===== src/rtl/btn_pkg.sv =====
// Shared definitions for the push-button conditioning block: FSM state
// encoding and a constant-function ceil(log2) used to size the timer.
package btn_pkg;

  typedef enum logic [2:0] {
    ST_IDLE         = 3'd0,
    ST_PRESS_WAIT   = 3'd1,
    ST_PRESSED      = 3'd2,
    ST_REPEAT       = 3'd3,
    ST_RELEASE_WAIT = 3'd4
  } state_t;

  function automatic int clog2(input int value);
    int result;
    int remaining;
    result    = 0;
    remaining = value - 1;
    while (remaining > 0) begin
      result++;
      remaining = remaining >> 1;
    end
    return result;
  endfunction

endpackage


===== src/rtl/bit_sync.sv =====
// Multi-flop synchronizer for a single asynchronous level; q is the last
// stage and is safe to use in the clk domain.
module bit_sync #(
  parameter int STAGES = 2
) (
  input  logic clk,
  input  logic reset,
  input  logic d,
  output logic q
);

  logic [STAGES-1:0] chain;

  always_ff @(posedge clk) begin
    if (reset) chain <= '0;
    else       chain <= {chain[STAGES-2:0], d};
  end

  assign q = chain[STAGES-1];

endmodule


===== src/rtl/btn_debounce_pulse.sv =====
// Turns a raw button into a single-cycle counter enable: synchronize,
// debounce press and release, then optionally auto-repeat while held.
module btn_debounce_pulse
  import btn_pkg::*;
#(
  parameter int SYNC_STAGES     = 2,
  parameter int DEBOUNCE_CYCLES = 1000000,
  parameter int HOLD_CYCLES     = 50000000,
  parameter int REPEAT_CYCLES   = 10000000,
  parameter int REPEAT_EN       = 1
) (
  input  logic clk,
  input  logic reset,
  input  logic btn_in,
  output logic pulse,
  output logic btn_level,
  output logic held
);

  localparam int MAX_A = (DEBOUNCE_CYCLES > HOLD_CYCLES) ? DEBOUNCE_CYCLES : HOLD_CYCLES;
  localparam int MAX_CYCLES = (MAX_A > REPEAT_CYCLES) ? MAX_A : REPEAT_CYCLES;
  localparam int TW = clog2(MAX_CYCLES) + 1;

  localparam logic [TW-1:0] DEB_LAST  = TW'(DEBOUNCE_CYCLES - 1);
  localparam logic [TW-1:0] HOLD_LAST = TW'(HOLD_CYCLES - 1);
  localparam logic [TW-1:0] REP_LAST  = TW'(REPEAT_CYCLES - 1);
  localparam logic          REP_ON    = (REPEAT_EN != 0);

  logic          btn_s;
  state_t        state, state_next;
  logic [TW-1:0] timer, timer_next;
  logic          pulse_next, level_next, held_next;

  bit_sync #(.STAGES(SYNC_STAGES)) u_sync (
    .clk   (clk),
    .reset (reset),
    .d     (btn_in),
    .q     (btn_s)
  );

  always_ff @(posedge clk) begin
    if (reset) begin
      state     <= ST_IDLE;
      timer     <= '0;
      pulse     <= 1'b0;
      btn_level <= 1'b0;
      held      <= 1'b0;
    end else begin
      state     <= state_next;
      timer     <= timer_next;
      pulse     <= pulse_next;
      btn_level <= level_next;
      held      <= held_next;
    end
  end

  // In every waiting state a drop of btn_s is tested before the terminal
  // count, so a release coinciding with the timer end never produces a pulse.
  always_comb begin
    state_next = state;
    timer_next = timer;
    pulse_next = 1'b0;
    level_next = btn_level;
    held_next  = held;
    case (state)
      ST_IDLE: begin
        if (btn_s) begin
          state_next = ST_PRESS_WAIT;
          timer_next = '0;
        end
      end
      ST_PRESS_WAIT: begin
        if (!btn_s) begin
          state_next = ST_IDLE;
          timer_next = '0;
        end else if (timer == DEB_LAST) begin
          state_next = ST_PRESSED;
          timer_next = '0;
          pulse_next = 1'b1;
          level_next = 1'b1;
        end else begin
          timer_next = timer + 1'b1;
        end
      end
      ST_PRESSED: begin
        if (!btn_s) begin
          state_next = ST_RELEASE_WAIT;
          timer_next = '0;
          held_next  = 1'b0;
        end else if (REP_ON && (timer == HOLD_LAST)) begin
          state_next = ST_REPEAT;
          timer_next = '0;
          pulse_next = 1'b1;
          held_next  = 1'b1;
        end else if (timer != HOLD_LAST) begin
          timer_next = timer + 1'b1;
        end
      end
      ST_REPEAT: begin
        if (!btn_s) begin
          state_next = ST_RELEASE_WAIT;
          timer_next = '0;
          held_next  = 1'b0;
        end else if (timer == REP_LAST) begin
          timer_next = '0;
          pulse_next = 1'b1;
        end else begin
          timer_next = timer + 1'b1;
        end
      end
      ST_RELEASE_WAIT: begin
        held_next = 1'b0;
        if (btn_s) begin
          state_next = ST_PRESSED;
          timer_next = '0;
        end else if (timer == DEB_LAST) begin
          state_next = ST_IDLE;
          timer_next = '0;
          level_next = 1'b0;
        end else begin
          timer_next = timer + 1'b1;
        end
      end
      default: begin
        state_next = ST_IDLE;
        timer_next = '0;
        level_next = 1'b0;
        held_next  = 1'b0;
      end
    endcase
  end

endmodule


===== config.mk =====
export PLATFORM = sky130hd
export DESIGN_NAME = btn_debounce_pulse
export DESIGN_NICKNAME = d
export VERILOG_FILES = /design/src/rtl/btn_pkg.sv /design/src/rtl/bit_sync.sv /design/src/rtl/btn_debounce_pulse.sv
export SDC_FILE = /design/constraint.sdc
export NUM_CORES = 1
export LEC_CHECK = 0
export ABC_AREA = 1
export ABC_CLOCK_PERIOD_IN_PS = 3000
export CAP_MARGIN = 20
export CORE_UTILIZATION = 25
export DETAILED_ROUTE_END_ITERATION = 12
export PLACE_DENSITY_LB_ADDON = 0.15
export SETUP_SLACK_MARGIN = 0.4
export SYNTH_ARGS = -nofsm -noshare
export SYNTH_HDL_FRONTEND = slang
export SYNTH_SLANG_ARGS = --single-unit

===== constraint.sdc =====
create_clock -name clk -period 3 [get_ports clk]
set_input_delay 0.6 -clock clk [delete_from_list [all_inputs] [get_ports clk]]
set_output_delay 0.6 -clock clk [all_outputs]
set_load 0.01 [all_outputs]

==> results of run 1 <==
==> layout make-up <==
class	count	area [um2]
sequential	35	701
inverter	57	214
clock buffer	5	68.8
fill	1183	7390
multi-input combinational	352	1650
tap	136	170
timing repair buffer	7	65.1
clock inverter	3	67.6
==> synth_stat cells <==
library cell	n
nand3b_1	1
nand2_2	10
a21oi_1	39
inv_1	52
nor2_2	8
a21oi_2	1
o211ai_1	1
clkbuf_1	5
xor2_1	3
o2111ai_1	1
a31oi_1	1
nand4_1	3
nor2_4	5
nand3_2	3
nand2_1	123
o21ai_0	16
buf_6	5
a211oi_1	1
buf_2	3
xnor2_1	1
nor3_1	8
nand2_4	1
nor3_4	1
nand3_1	24
nor2_1	79
o21ai_1	17
inv_2	4
dfxtp_1	35
o21a_1	1
ha_1	1
clkinv_1	1
o21ai_2	2
nor4_1	1
==> worst min-delay path, delay by kind of cell, from the launching register on <==
kind	cells	cell delay, ns
buffers and inverters	1	0.04
DFF	1	0.30
and+or+nand+nor	1	0.03
==> registers in the layout, indices dropped and copies added, names as in the netlist <==
name	count
btn_level	1
held	1
pulse	1
state	3
timer	27
u_sync.chain	2
==> logic make-up (layout without fill, tap and decap cells) <==
| kind of cell | after synthesis | after routing |
|---|---|---|
| simple gates | 267 | 267 |
| compound gates | 80 | 80 |
| buf+inv | 70 | 72 |
| flops | 35 | 35 |
| xor+xnor | 4 | 4 |
| fa+ha+maj | 1 | 1 |
==> report_power, final <==
part	internal (mW)	leakage (nW)	total, mW	switching [mW]
logic	0.119	0.652	0.518	0.399
registers	0.488	0.283	0.519	0.0312
clock network	0.332	0.0644	0.529	0.198
total	0.939	0.999	1.57	0.628
==> per-layer routing <==
| layer | up-vias | global-route usage, % | share of wire [%] |
|---|---|---|---|
| li1 | 1446 | - | - |
| met1 | 1224 | 20.4 | 50 |
| met2 | 38 | 26.1 | 46 |
| met3 | 12 | 1.87 | 2.4 |
| met4 | 0 | 4.53 | 1.4 |
| met5 | - | 0 | 0 |
==> path summary, 6_finish.rpt <==
path                                      to  slack, ns  cells past startpoint
setup reg to reg       timer[1]$_SDFFE_PP0P_       0.88                     10
setup / recovery       timer[1]$_SDFFE_PP0P_       0.88                     10
hold / removal    u_sync.chain[1]$_SDFF_PP0_       0.41                      2
hold reg to reg   u_sync.chain[1]$_SDFF_PP0_       0.41                      2
==> results summary, run 1 <==
The static leakage came out at 0.999 nW. The total non-filler cell area in the finished layout came out at 2940 um2. After legalization and detailed placement, the total HPWL measured ~5800 um. The cell family contributing the most delay on the critical path is simple AND/OR/NAND/NOR gates. The count of pins over their slew limit was 0. The adder-cell share of the synthesized area is 0.471%. The Yosys step of the flow raised 0 warnings. Setup repair after global routing left no endpoint under its margin. The floorplan step defined a die boundary enclosing 11,000 um2. The gate count after technology mapping came out at 457. The worst setup path is captured at a register. Leaving out fill and tap cells, the most frequent cells in the layout are 123 x nand2_1, 79 x nor2_1, 52 x inv_1. The CTS H-tree depth came out at 2. The number of remaining DRC errors came out at 0. TritonCTS built the clock tree. The complex-gate fraction of the synthesized area came out at 16.0%. The portion of synthesized cell area occupied by the leading cell type is 26.4%. The final hold slack came out at 0.408 ns. The total chip power is 1.57 mW.

After detailed routing, the average wire length per cell comes to 13.4 um. Among the stages of the critical path, the cell type that occurs most often is nand2_2. The leading cell type in the layout, fill and taps excluded is nand2_1. The maximum count of clock buffers along a single path came out at 2. The count of placed standard cells including taps came out at about 600.

During I/O placement, the number of pins put on the boundary was 6. The maximum vdd drop came out at 0.417 mV. Traced cell by cell, the critical path runs through ha_1 > inv_1 > nor2_4 > nand2_2 > nor2_2 > nand2_2 > nand3_2 > nand2_2 > o21ai_0 > a21oi_1. Counting every net in the synthesized netlist gives 461. The startpoint identified for the worst register-to-register timing path is timer[0]$_SDFFE_PP0P_. In the post-synthesis netlist, the biggest area contributors are dfxtp_1 26%, nand2_1 17%, nor2_1 11%. The initialized floorplan defines 37 standard-cell rows. The worst hold path begins at u_sync.chain[0]$_SDFF_PP0_. The final setup violation count came out at 0. Summed over all instances, the cell type with the most area after synthesis is dfxtp_1. The final setup TNS is 0 ns. The path class of the tightest hold or removal check is register to register.

The flow ran to the end, and the final reports show no timing, DRC or antenna violations. The critical path is of the register to register type. Compared with the post-synthesis result, the final layout area differs by 10.6%.

Buffers inserted to repair hold after CTS numbered 0. The routed layout has 2,720 vias. The post-detailed-placement cell area is 2800 um2. 0 antenna diodes ended up in the layout. Routability-driven placement finished with a final weighted congestion of 0.808. The first-pass GRT wire length came out at 13,500 um.

The pin count of the biggest net entering global routing came out at 27. The die boundary width came out at 105 um. The worst path setup slack after routing is 0.876 ns.

The number of register bits inferred by synthesis came out at 35. The post-synthesis xor/xnor area fraction came out at 1.32%. At the end of the flow, the number of nets in the layout was 462. The startpoint type of the worst setup path is a register. The data arrival time of the critical path came out at between 2 and 2.5 ns. The cell area power density is 534 nW/um2.

The combinational family with the most area after synthesis is simple AND/OR/NAND/NOR gates. The cell chosen for the clock root is clkbuf_8. For this run, the share of the core covered by cells in the final layout is approximately 28%. Derived from the worst setup path, the maximum achievable clock frequency is 471 MHz. The final count of hold timing violations came out at 0. For this configuration, the core starts out at a cell density of 25.7%. The number of DRC markers after the initial detailed-route iteration came out at around 150. The number of max-cap violations came out at 0. The worst stage delay on the critical path is 0.37 ns. The number of antenna-violating nets in the routed design is 0. The post-route fraction of the period consumed by the critical path is 70.8%. The overall track demand over capacity in global routing is 15.4%. The number of global-route vias before repair is 2,676. Gates resized during post-CTS repair numbered 0. The worst-margin pin slew is 0.632 ns. The detailed-routing iteration count for the pre-antenna-repair pass is 4. The number of antenna violations at the first check in global routing came to 0.

The worst slack at placement came out at 0.902 ns. The data required time of the worst path is 3.18 ns. The unique cell type count in the Yosys netlist is 33. Summed over all layers, the routed wires come to 7960 um.

The critical path starts at timer[0]$_SDFFE_PP0P_. The core footprint came out at 10,300 um2. The share of synthesized cell area in and, or, nand and nor gates is between 40% and 50%.

Along the worst path, the maximum fanout reaches 25. The portion of the post-synthesis area used by sequential elements came out at 26.4%. The post-detailed-route via-to-cell ratio came out at 4.57.

The mapped netlist covers 2650 um2. For the worst-skew pair, the clock arrives at the later sink with an insertion delay of ~0.30 ns. The clock period minus worst slack is 2.12 ns.

The number of port buffers is 5. Clock tree synthesis inserted a total of 5 buffers. The number of buffer and inverter stages on the critical path is 1. The y dimension of the die came out at 105 um. Averaged over all synthesized cells, the footprint is 5.81 um2. Measured against its own limit, the worst slew margin works out to 57.7%. Cells with a size suffix above 1 make up 9.80% of the layout. The share of synthesized area spent on multiplexers is 0%. The library cell contributing the largest single delay on the critical path is dfxtp_1. The clock arrives with ~0.007 ns of skew.

The total number of clock tree sinks came out at 35. The clock-pin slew reported for the worst setup and hold paths after clock tree synthesis came out at 0.08 ns. The number of buffers added for setup after CTS is 0. The overflow left after global routing came out at 0.

The finished layout holds 595 standard cells, fillers aside.
No activity file was read; power rests on OpenSTA's default activity.
==> inputs of run 2 (changes only) <==
--- a/config.mk
+++ b/config.mk
@@ -6,7 +6,7 @@
 export NUM_CORES = 1
 export LEC_CHECK = 0
 export ABC_AREA = 1
-export ABC_CLOCK_PERIOD_IN_PS = 3000
+export ABC_CLOCK_PERIOD_IN_PS = 1900
 export CAP_MARGIN = 20
 export CORE_UTILIZATION = 25
 export DETAILED_ROUTE_END_ITERATION = 12
==> constraint.sdc (replaced) <==
create_clock -name clk -period 1.9 [get_ports clk]
set_input_delay 0.38 -clock clk [delete_from_list [all_inputs] [get_ports clk]]
set_output_delay 0.38 -clock clk [all_outputs]
set_load 0.01 [all_outputs]
==> run 2 against run 1 <==
  * Sequential cell count unchanged
  * Critical path type unchanged
  * Largest power group is now combinational cells
  * Cell count increased by 5.9%
  * Count of clock-buffer cells in the layout increased by 1
==> results summary, run 2 (synthesis results as in run 1) <==
The post-detailed-placement cell area was 2950 um2 (was 2800 um2). The number of antenna-violating nets in the routed design is 0 (unchanged). The startpoint of the most critical register-to-register path is timer[16]$_SDFFE_PP0P_ (was timer[0]$_SDFFE_PP0P_).

The number of I/O pins came out at 6 (unchanged). The cell count of the worst reg-to-reg path is 10 (unchanged). The pin count of the biggest net entering global routing is 26 (was 27).

The combinational fraction of design power is 45.4% (was 33.1%). The number of antenna violations at the first check in global routing is 0 (unchanged). The number of global-route vias before repair came to 2,844 (was 2,676).

The signed area change from the synthesized netlist to the final layout came out at 35.2% (was 10.6%). The cell area power density is 715 nW/um2 (was 534 nW/um2). The TritonCTS buffer count is 5 (unchanged).

The fmax is 581 MHz (was 471 MHz). The final setup violation count is 0 (unchanged). The total chip power is 2.57 mW (was 1.57 mW). The total via count in the routed design came out at 3,004 (was 2,720). The overflow left after global routing came out at 0 (unchanged).

The y dimension of the die came out at 105 um (unchanged). The largest clock skew in the final design is 0.00237 ns (was 0.00682 ns). The clock network fraction of total power came out at 23.0% (was 33.8%). The fraction of final layout cells with drive strength greater than 1 came out at 33.2% (was 9.80%). The final setup TNS is 0 ns (unchanged). The launch point of the worst hold path is u_sync.chain[0]$_SDFF_PP0_ (unchanged).

The worst reg-to-reg setup slack is 0.18 ns (was 0.88 ns). The post-route fraction of the period consumed by the critical path came to 90.6% (was 70.8%). Largest registers: timer (27), state (3), u_sync.chain (2) (unchanged). The die outline area came out at 11,000 um2 (unchanged). The end of the worst register-to-register path was timer[17]$_SDFFE_PP0P_ (was timer[1]$_SDFFE_PP0P_). The post-detailed-route via-to-cell ratio came out at 4.77 (was 4.57). The cell chosen for the clock root is clkbuf_8 (unchanged). The maximum count of clock buffers along a single path was 2 (unchanged). The count of pins over their slew limit came out at 0 (unchanged).

The number of max-cap violations came out at 0 (unchanged). The total non-filler cell area in the finished layout is 3590 um2 (was 2940 um2). The data required time of the worst path is 2.09 ns (was 3.18 ns). The placer's final routability congestion estimate came out at 0.858 (was 0.808). Most used cells in the layout excluding fill and tap cells: 111 x nand2_1, 65 x nor2_1, 39 x inv_1 (was 123 x nand2_1, 79 x nor2_1, 52 x inv_1). The maximum vdd drop came out at 0.514 mV (was 0.417 mV).

The count of fill cells added during filler insertion came out at 1,142 (was 1,183). The leading cell type in the layout, fill and taps excluded is nand2_1 (unchanged). RSZ-0062 raised after global routing: yes (was no).

The count of cells along the worst hold path came to 2 (unchanged). The number of cell rows came out at 37 (unchanged). The effective utilization at floorplan came out at 25.7% (unchanged).

The total detailed-routing wirelength was 9420 um (was 7960 um). The CTS tree is done (unchanged). The most flop-heavy register was timer (unchanged). The CTS H-tree depth came to 2 (unchanged).

The detail-routed net length per standard cell is 14.9 um (was 13.4 um). The worst-margin pin slew came out at 0.405 ns (was 0.632 ns). The detailed-routing iteration count for the pre-antenna-repair pass came out at 4 (unchanged).

The core footprint is 10,300 um2 (unchanged). The total number of clock tree sinks came out at 35 (unchanged). The end point of the worst hold path is u_sync.chain[1]$_SDFF_PP0_ (unchanged). The quantity of hold-fixing buffers added after cts came to 0 (unchanged). The sequential fraction of design power came out at 31.6% (was 33.2%). The static leakage came out at 1.32 nW (was 0.999 nW). The die boundary width came out at 105 um (unchanged). The count of nets after finishing is 498 (was 462). The number of antenna diodes came to 0 (unchanged). The number of port buffers was 5 (unchanged).

The switching part of the total power came out at 43.7% (was 40.1%). The number of DRC markers after the initial detailed-route iteration is 146 (unchanged). The area taken by multi-input logic gates came out at 1960 um2 (was 1650 um2). The clock-pin slew reported for the worst setup and hold paths after clock tree synthesis is 0.08 ns (about the same). The first-pass GRT wire length came to 14,800 um (was 13,500 um). The worst-skew pair later-pin latency came out at 0.29 ns (was 0.30 ns). The kind of end point of the critical path is a register (unchanged). The placed wire-length estimate after detailed placement came to 6190 um (was 5770 um). The sequential standard cell area is 761 um2 (was 701 um2).

The clock period minus worst slack came out at 1.72 ns (was 2.12 ns). The design internal power is 1.45 mW (was 0.939 mW). The flip-flop count of the largest register after layout is 27 (unchanged). The overall track demand over capacity in global routing was 17.2% (was 15.4%). The total net switching power was 1.12 mW (was 0.628 mW). The final count of hold timing violations came out at 0 (unchanged).

The largest fanout on the critical path is 6 (was 25). The startpoint type of the worst setup path is a register (unchanged). The data arrival time of the critical path came out at 1.91 ns (was 2.30 ns). The class of the tightest hold or removal check is register to register (unchanged). The number of remaining DRC errors came out at 0 (unchanged). The worst slew margin relative to its limit came out at 72.9% (was 57.7%). The critical setup path kind is register to register (unchanged).

Outcome: finished, final reports clean (unchanged).
## run 2: cell count changes in the layout (fill, tap and decap cells not counted), sizes merged
cell           delta
buf              +31
bufinv            -2
clkbuf            +3
clkdlybuf4s50     -3
clkinv            +1
clkinvlp          -1
dlygate4sd2       +3
nand2             +3
## run 2: final cells by class
cell class | count | area share [%]
sequential | 35 | 21.2
timing repair buffer | 40 | 10.8
multi-input combinational | 355 | 54.7
clock buffer | 6 | 2.30
tap | 136 | 4.74
inverter | 57 | 6.10
clock inverter | 1 | 0.139
## run 2: power groups by stage
stage / registers, mW / logic (mW) / clock network [mW]
finish: 0.812 / 1.16 / 0.590
global route: 0.821 / 1.28 / 0.640
CTS: 0.822 / 0.959 / 0.608
detailed placement: 0.838 / 0.941 / 0
global placement: 0.839 / 0.954 / 0
floorplan: 0.833 / 0.628 / 0
## run 2: worst max path at each step
stage	startpoint	endpoint	slack, ns	cells past startpoint
finish	timer[16]$_SDFFE_PP0P_	timer[17]$_SDFFE_PP0P_	0.18	10
global route	timer[0]$_SDFFE_PP0P_	timer[8]$_SDFFE_PP0P_	0.08	11
CTS	timer[0]$_SDFFE_PP0P_	state[0]$_SDFFE_PP0P_	0.21	12
floorplan	timer[1]$_SDFFE_PP0P_	timer[19]$_SDFFE_PP0P_	0.40	11
detailed placement	timer[1]$_SDFFE_PP0P_	state[0]$_SDFFE_PP0P_	0.01	12
global placement	timer[1]$_SDFFE_PP0P_	state[0]$_SDFFE_PP0P_	0.004	12
## run 2: metal layers
metal,part of all wire [%],global-route usage (%)
met2,48,28.2
met5,0,0
met3,4.0,2.50
met4,1.1,4.53
met1,47,23.5
## run 2: timing repair
| item | CTS | global route |
|---|---|---|
| resized for setup | 36 | 88 |
| pin swaps | 6 | 21 |
| endpoints found under the setup margin | 34 | 32 |
| setup buffers | 6 | 8 |
| cloned | 1 | 5 |
## run 2: critical path, cell delays in order (launching register included)
cell	delay [ns]
dfxtp_2	0.40
nand2_2	0.08
nor2_2	0.15
nand2_1	0.12
nor2_4	0.15
nand2_4	0.09
nand3_4	0.16
buf_12	0.14
nand2_4	0.11
o21ai_2	0.15
a21oi_1	0.07
## run 2: per-stage QoR
| step | setup slack [ns] | utilization, % | hold slack, ns | std cells |
|---|---|---|---|---|
| 4_1_cts | 0.209 | 30.7 | 0.407 | 617 |
| 3_3_place_gp | 0.00438 | 28.6 | 0.390 | 603 |
| 5_1_grt | 0.0778 | 34.8 | 0.426 | 630 |
| 2_1_floorplan | 0.400 | - | 0.388 | 457 |
| 3_5_place_dp | 0.0107 | 28.6 | 0.395 | 603 |
| 6_report | 0.178 | 34.8 | 0.403 | 630 |
==> inputs of run 3 (changes only) <==
--- a/config.mk
+++ b/config.mk
@@ -6,7 +6,6 @@
 export NUM_CORES = 1
 export LEC_CHECK = 0
 export ABC_AREA = 1
-export ABC_CLOCK_PERIOD_IN_PS = 1900
 export CAP_MARGIN = 20
 export CORE_UTILIZATION = 25
 export DETAILED_ROUTE_END_ITERATION = 12
==> results of run 3 <==
Same layout as run 2: the final DEF is identical, and so are final timing and power.
